### src/rtl/mux_nto1_scan.sv
// N-channel, W-bit registered multiplexer with direct-select and auto-scan modes.
// Optional per-channel enable mask is built in when MUX_MASK_EN is defined.
`timescale 1ns/1ps

module mux_nto1_scan #(
  parameter int N     = 4,
  parameter int W     = 1,
  parameter int SW    = 2,
  parameter int DWELL = 4
) (
  input  logic           CLK,
  input  logic           CLR_n,
  input  logic [N*W-1:0] D,
  input  logic [SW-1:0]  S,
  input  logic           MODE,
  input  logic           HOLD,
`ifdef MUX_MASK_EN
  input  logic [N-1:0]   EN,
`endif
  output logic [W-1:0]   Y,
  output logic [SW-1:0]  CH,
  output logic           STEP
);

  localparam int            CW       = (DWELL > 1) ? $clog2(DWELL) : 1;
  localparam logic [CW-1:0] CNT_LAST = CW'(DWELL - 1);
  localparam logic [SW-1:0] CH_LAST  = SW'(N - 1);

  logic [CW-1:0] cnt;
  logic [CW-1:0] cnt_next;
  logic          mode_q;
  logic [SW-1:0] ch_next;
  logic [SW-1:0] ch_adv;
  logic [SW-1:0] cand;
  logic          found;
  logic [W-1:0]  y_next;
  logic          step_next;
  logic [N-1:0]  en_eff;
  logic          any_en;
  logic [W-1:0]  chan [N];

  for (genvar k = 0; k < N; k++) begin : g_chan
    assign chan[k] = D[k*W +: W];
  end

`ifdef MUX_MASK_EN
  assign en_eff = EN;
`else
  assign en_eff = '1;
`endif
  assign any_en = |en_eff;

  // Next enabled channel above CH with wrap; lands back on CH when it is the only one enabled
  always_comb begin
    ch_adv = CH;
    cand   = CH;
    found  = 1'b0;
    for (int k = 0; k < N; k++) begin
      cand = (cand == CH_LAST) ? '0 : cand + 1'b1;
      if (!found && en_eff[cand]) begin
        ch_adv = cand;
        found  = 1'b1;
      end
    end
  end

  always_comb begin
    ch_next   = CH;
    cnt_next  = cnt;
    y_next    = Y;
    step_next = 1'b0;
    if (HOLD) begin
      ch_next  = CH;
      cnt_next = cnt;
      y_next   = Y;
    end else if (!MODE) begin
      cnt_next = '0;
      if (32'(S) < 32'(N)) begin
        ch_next = S;
      end
      y_next = en_eff[ch_next] ? chan[ch_next] : '0;
    end else begin
      // A fresh entry into scan mode always begins with a full dwell on the current channel
      if (MODE != mode_q) begin
        cnt_next = '0;
      end else if (cnt == CNT_LAST) begin
        cnt_next = '0;
        if (any_en) begin
          ch_next   = ch_adv;
          step_next = 1'b1;
        end
      end else begin
        cnt_next = cnt + 1'b1;
      end
      y_next = any_en ? chan[ch_next] : '0;
    end
  end

  always_ff @(posedge CLK or negedge CLR_n) begin
    if (!CLR_n) begin
      Y      <= '0;
      CH     <= '0;
      STEP   <= 1'b0;
      cnt    <= '0;
      mode_q <= 1'b0;
    end else begin
      Y    <= y_next;
      CH   <= ch_next;
      STEP <= step_next;
      cnt  <= cnt_next;
      if (!HOLD) begin
        mode_q <= MODE;
      end
    end
  end

endmodule
### config.mk
export PLATFORM = sky130hd
export DESIGN_NAME = mux_nto1_scan
export DESIGN_NICKNAME = d
export VERILOG_FILES = /design/src/rtl/mux_nto1_scan.sv
export SDC_FILE = /design/constraint.sdc
export NUM_CORES = 1
export LEC_CHECK = 0
export ABC_AREA = 1
export BUFFER_PORTS_ARGS = -buffer_cell sky130_fd_sc_hd__buf_2
export CORE_AREA = 2 2 39 41
export CTS_BUF_LIST = sky130_fd_sc_hd__clkbuf_16
export DETAILED_ROUTE_END_ITERATION = 8
export DIE_AREA = 0 0 41 43
export HOLD_SLACK_MARGIN = 0.05
export PLACE_DENSITY = 0.63
export SLEW_MARGIN = 15
export SYNTH_ARGS = -nofsm -noshare
export SYNTH_HDL_FRONTEND = slang
export SYNTH_SLANG_ARGS = --single-unit
### constraint.sdc
create_clock -name CLK -period 1.43 [get_ports CLK]
set_clock_uncertainty 0.15 [all_clocks]
set_input_delay 0 -clock CLK [delete_from_list [all_inputs] [get_ports CLK]]
set_output_delay 0 -clock CLK [all_outputs]
set_load 0.01 [all_outputs]
; Yosys cells after proc, flatten, opt, wreduce, memory -nomap -nowiden
; Cells that the tools add are included.
[word_totals]
inputBits = 10
output_inout_bits = 4
register_bits = 7
[op_classes]
n_bitwise = 2
n_eq_ne = 6
n_addsub = 5
n_reduce_logical = 6
mux = 43
magnitude_cmp = 7
[op_table]
columns = op, n
row1 = 2-bit 2-to-1 mux, 18
row2 = 1-bit 2-to-1 mux, 18
row3 = 2-bit by 3-bit less-than comparator with 1-bit output (second input constant), 5
row4 = 1-bit binary-select mux with 2-bit select, 7
row5 = 2-bit by 1-bit adder with 2-bit output (second input constant), 5
row6 = 2-bit == test (second input constant), 5
row7 = 3-bit >= comparator (second input constant), 2
row8 = 2-bit NOT with 3-bit output, 2
row9 = 1-bit logical AND, 3
row10 = 1-bit logical NOT, 3
row11 = 1-bit != test, 1

; Logic depth before layout (Yosys ltp)
[logic_depth]
depth_word = 23
ltp_mapped = 11
mapped_depth_nobuf = 10

; Least setup slack after synthesis
; OpenSTA, ideal clock, no wires.
[synth_timing]
path_type = reg-to-reg
start = register CH[0]
end = register Y
stages_incl_launch_ff = 11
t_arrival_ps = 1209
period_less_slack_ps = 1476
setup_slack_ps = -46
setup_time_ps = 116
path_cell_list = dfrtp_1 > ha_1 > nand2_1 > o21ai_0 > nand2_1 > o21ai_2 > inv_1 > nand2_1 > nand3_1 > nand2_1 > nand2_1
[synth_via]
elab_chain_len = 23
elab_cells_between_ends = 42
cone_classes = 4 x add/sub / 4 x eq/ne / 27 x mux / 1 x bitwise / 6 x reduce/logical
[synth_lines]
columns = element, line
row1 = "start, declared", 21  ; output logic [SW-1:0] CH,
row2 = "start signal, assigned", 108  ; CH <= ch_next;
row3 = "parallel branches: the longest is 15 deep, another holds 2-bit by 1-bit adder with 2-bit output", n/a
row4 = 2-bit 2-to-1 mux *, 84  ; if (MODE != mode_q) begin
row5 = 2-bit 2-to-1 mux *, 76  ; end else if (!MODE) begin
row6 = 2-bit 2-to-1 mux *, 72  ; if (HOLD) begin
row7 = 2-bit NOT with 3-bit output (not written as such) *, 95  ; y_next = any_en ? chan[ch_next] : '0;
row8 = 1-bit binary-select mux with 2-bit select *, 95
row9 = 1-bit 2-to-1 mux (not written as such) * (2 in a row), 95
row10 = 1-bit 2-to-1 mux *, 76
row11 = "end signal, assigned", 107  ; Y <= y_next;
row12 = "end, declared", 20  ; output logic [W-1:0] Y,
; Mark *: on every way between the ends. The select of a mux whose other input is x is not followed.
; A chain may end at the register's enable or synchronous reset.

; Worst setup path in the final report
[layout_timing]
start = register CH[1]
end = register Y
; The elaborated chain is that of the path after synthesis.

==> results.cfg <==
[finish]
final_cells = 108
area_growth_pct = 52.2
nets = 105
n_antenna_cell = 0
drive_gt1_share_pct = 35.9

[global_routing]
overflow = 0
grt_max_degree = 10
track_usage_pct = 17.8
grt_pass1_wl_um = 2090
antenna_found_initial = 0
grt_pass1_vias = 507

[sta]
setup_violations = 1
max_slew_margin_pct = 78.0
min_period_ns = 1.47
worstMarginPinSlew_ns = 0.329
period_share_pct = 103
fmax_ghz = 0.681
fin_hold_ws_ns = -0.0840
setup_ws_ns = -0.0379
slew_viol_final = 0
grt_setup_unrepaired = true
hold_viol = 5

[pwr]
powerDensity_nw_per_um2 = 1200
p_switching_uw = 241
power_frac_seq_pct = 25.4
intPower_uw = 675
p_comb_share_pct = 21.5
ir_worst_vdd_uv = 694
p_sw_share_pct = 26.3
power_leakage_uw = 0.000380
pwr-share-clk_pct = 53.1

[route]
drt_pre_antenna_iters = 4
routedWlPerCell_um = 11.9
drtIter0Drc = 4
vias = 523
ant_nets = 0
viasPerCell = 4.84
routed_wl_um = 1290
drc_errors = 0

[floorplanning]
rows = 14
start_util_pct = 36.3
dieArea_um2 = 1760
fp.dieW_um = 41
ios = 14
core_area_um2 = 1380
die_height_um = 43

[critical_path]
critPathMaxStageDelay_ns = 0.38
crit_path_top_delay_cell = dfrtp_1
cp_cell_sequence = ha_1 > nand2_1 > o21ai_2 > nand2_1 > o21ai_2 > nand3_1 > nand3_1 > nand2_1 > nand2_1
worst_setup_path_start_kind = flop
crit_path_end_kind = flop
arrival_ns = 1.44
critPathRequiredTime_ns = 1.40
crit_type = flop to flop
cpLargestDelayFamily = simple AND/OR/NAND/NOR gates
crit_path_max_fanout = 3
crit_buf_inv = 0
cp_common_cell = nand2_1

[clocking]
cts_made_buffers = 3
clk_pin_slew_ns = 0.04
clk_latency_ns = 0.24
tritoncts = done
htree_levels = 1
clock-root-buffer = clkbuf_16
cts_sinks = 7
clock_path_buffers = 2
holdBufCountCts = 6

[synth]
syn_nets = 79
syn_inst = 67
ys_ff_latch = 7
yosysUniqueCellTypes = 19
ys_warn_count = 0
synth_largest_area_cell = dfrtp_1
synth.top_cell.area_share_pct = 34.8
avgSynthCellArea_um2 = 7.51
synth_area_leaders = dfrtp_1, nand2_1, inv_1, a21oi_1, nand3_1
yosysSeqAreaShare_pct = 34.8
synth_area_um2 = 503

[min_path]
hp-class = input pin to flop

[flow_run]
maxCapViolCount = 0

[run_status]
violations = hold timing, setup timing
outcome = finished, violations left

[place]
io_buffers = 13
place_congestion = 0.754
dpl.hpwl_um = 838
dp.cells = 98
[per-layer routing]
metal / GRT usage [%] / up-vias / routed length (µm)
met5: 0 / - / 0
met4: 8.00 / 0 / 24
met3: 3.14 / 3 / 50
met2: 30.0 / 11 / 681
met1: 20.4 / 235 / 532
li1: - / 274 / -
[cell usage after synthesis]
cell / instances
dfrtp_1: 7
nor2_1: 1
buf_2: 1
a21oi_1: 6
nor3_1: 2
a22oi_1: 1
nand2_1: 15
ha_1: 2
a22o_1: 1
inv_4: 1
nand3_1: 6
nand2_4: 1
inv_1: 9
o21ai_2: 1
nand3b_1: 1
buf_6: 1
nand3_2: 3
nand2_2: 2
o21ai_0: 6
[what timing repair did]
item / 4_1_cts / 5_1_grt
endpoints found under the setup margin: 2 / 3
pin swaps: 2 / 3
hold endpoints to repair: 14 / 5
setup buffers: 0 / 0
resized for setup: 2 / 3
[per-stage QoR]
stage	TNS, ns	util [%]	cell area (µm²)	total power [µW]	setup slack (ns)
after floorplan	-0.0286	-	503	342	-0.0286
after global placement	-0.0447	43.5	602	400	-0.0447
after detailed placement	-0.0646	43.5	602	402	-0.0646
after CTS	-0.0483	54.0	747	911	-0.0483
after global routing	-0.252	55.3	766	961	-0.161
final	-0.0379	55.3	766	916	-0.0379
[state kept, by name (all words and copies together), names as in the netlist]
signal,flops
CH,2
cnt,2
STEP,1
Y,1
mode_q,1
[kinds of logic after synthesis]
group / after synthesis / synth area share, %
and+or+nand+nor: 31 / 32.1
adders and majority gates: 2 / 4.97
AOI/OAI and AO/OA: 15 / 16.9
buffers and inverters: 12 / 11.2
DFF: 7 / 34.8
[cells in the final DEF, fill, tap and decap left out, types with 2 or more instances in the layout]
| master | Yosys | layout |
|---|---|---|
| nand3_1 | 6 | 6 |
| o21ai_0 | 6 | 5 |
| buf_4 | 0 | 4 |
| nand3_2 | 3 | 3 |
| dlygate4sd3_1 | 0 | 6 |
| nand2_2 | 2 | 2 |
| a21oi_1 | 6 | 6 |
| dfrtp_1 | 7 | 7 |
| nand2_1 | 15 | 15 |
| buf_2 | 1 | 13 |
| nor3_1 | 2 | 2 |
| clkbuf_16 | 0 | 3 |
| o21ai_2 | 1 | 2 |
| inv_1 | 9 | 9 |
[worst paths after layout]
kind                                    startpoint            endpoint  slack [ns]  cells after the start
worst max-delay path             CH[1]$_DFFE_PN0N_       Y$_DFFE_PN0N_       -0.04                      9
worst min-delay path                          HOLD      STEP$_DFF_PN0_       -0.08                      2
worst max register to register   CH[1]$_DFFE_PN0N_       Y$_DFFE_PN0N_       -0.04                      9
worst min register to register  mode_q$_DFFE_PN0N_  cnt[1]$_DFFE_PN0N_        0.45                      2
max in group asynchronous                    CLR_n       Y$_DFFE_PN0N_        0.27                      3
min in group asynchronous                    CLR_n  cnt[0]$_DFFE_PN0N_        0.62                      3
[power groups by stage]
stage               clock network, µW  registers, µW  logic, µW
floorplan                           0            240        103
global placement                    0            231        169
detailed placement                  0            232        170
CTS                               490            231        190
global route                      502            235        225
finish                            487            233        196
[layout make-up]
cell class                 count  area, µm²
clock buffer                   3       75.1
clock inverter                 1       5.00
fill                         135        618
inverter                      10       40.0
multi-input combinational     48        295
sequential                     7        175
tap                           16       20.0
timing repair buffer          23        155
Power figures use the tool's default switching activity.
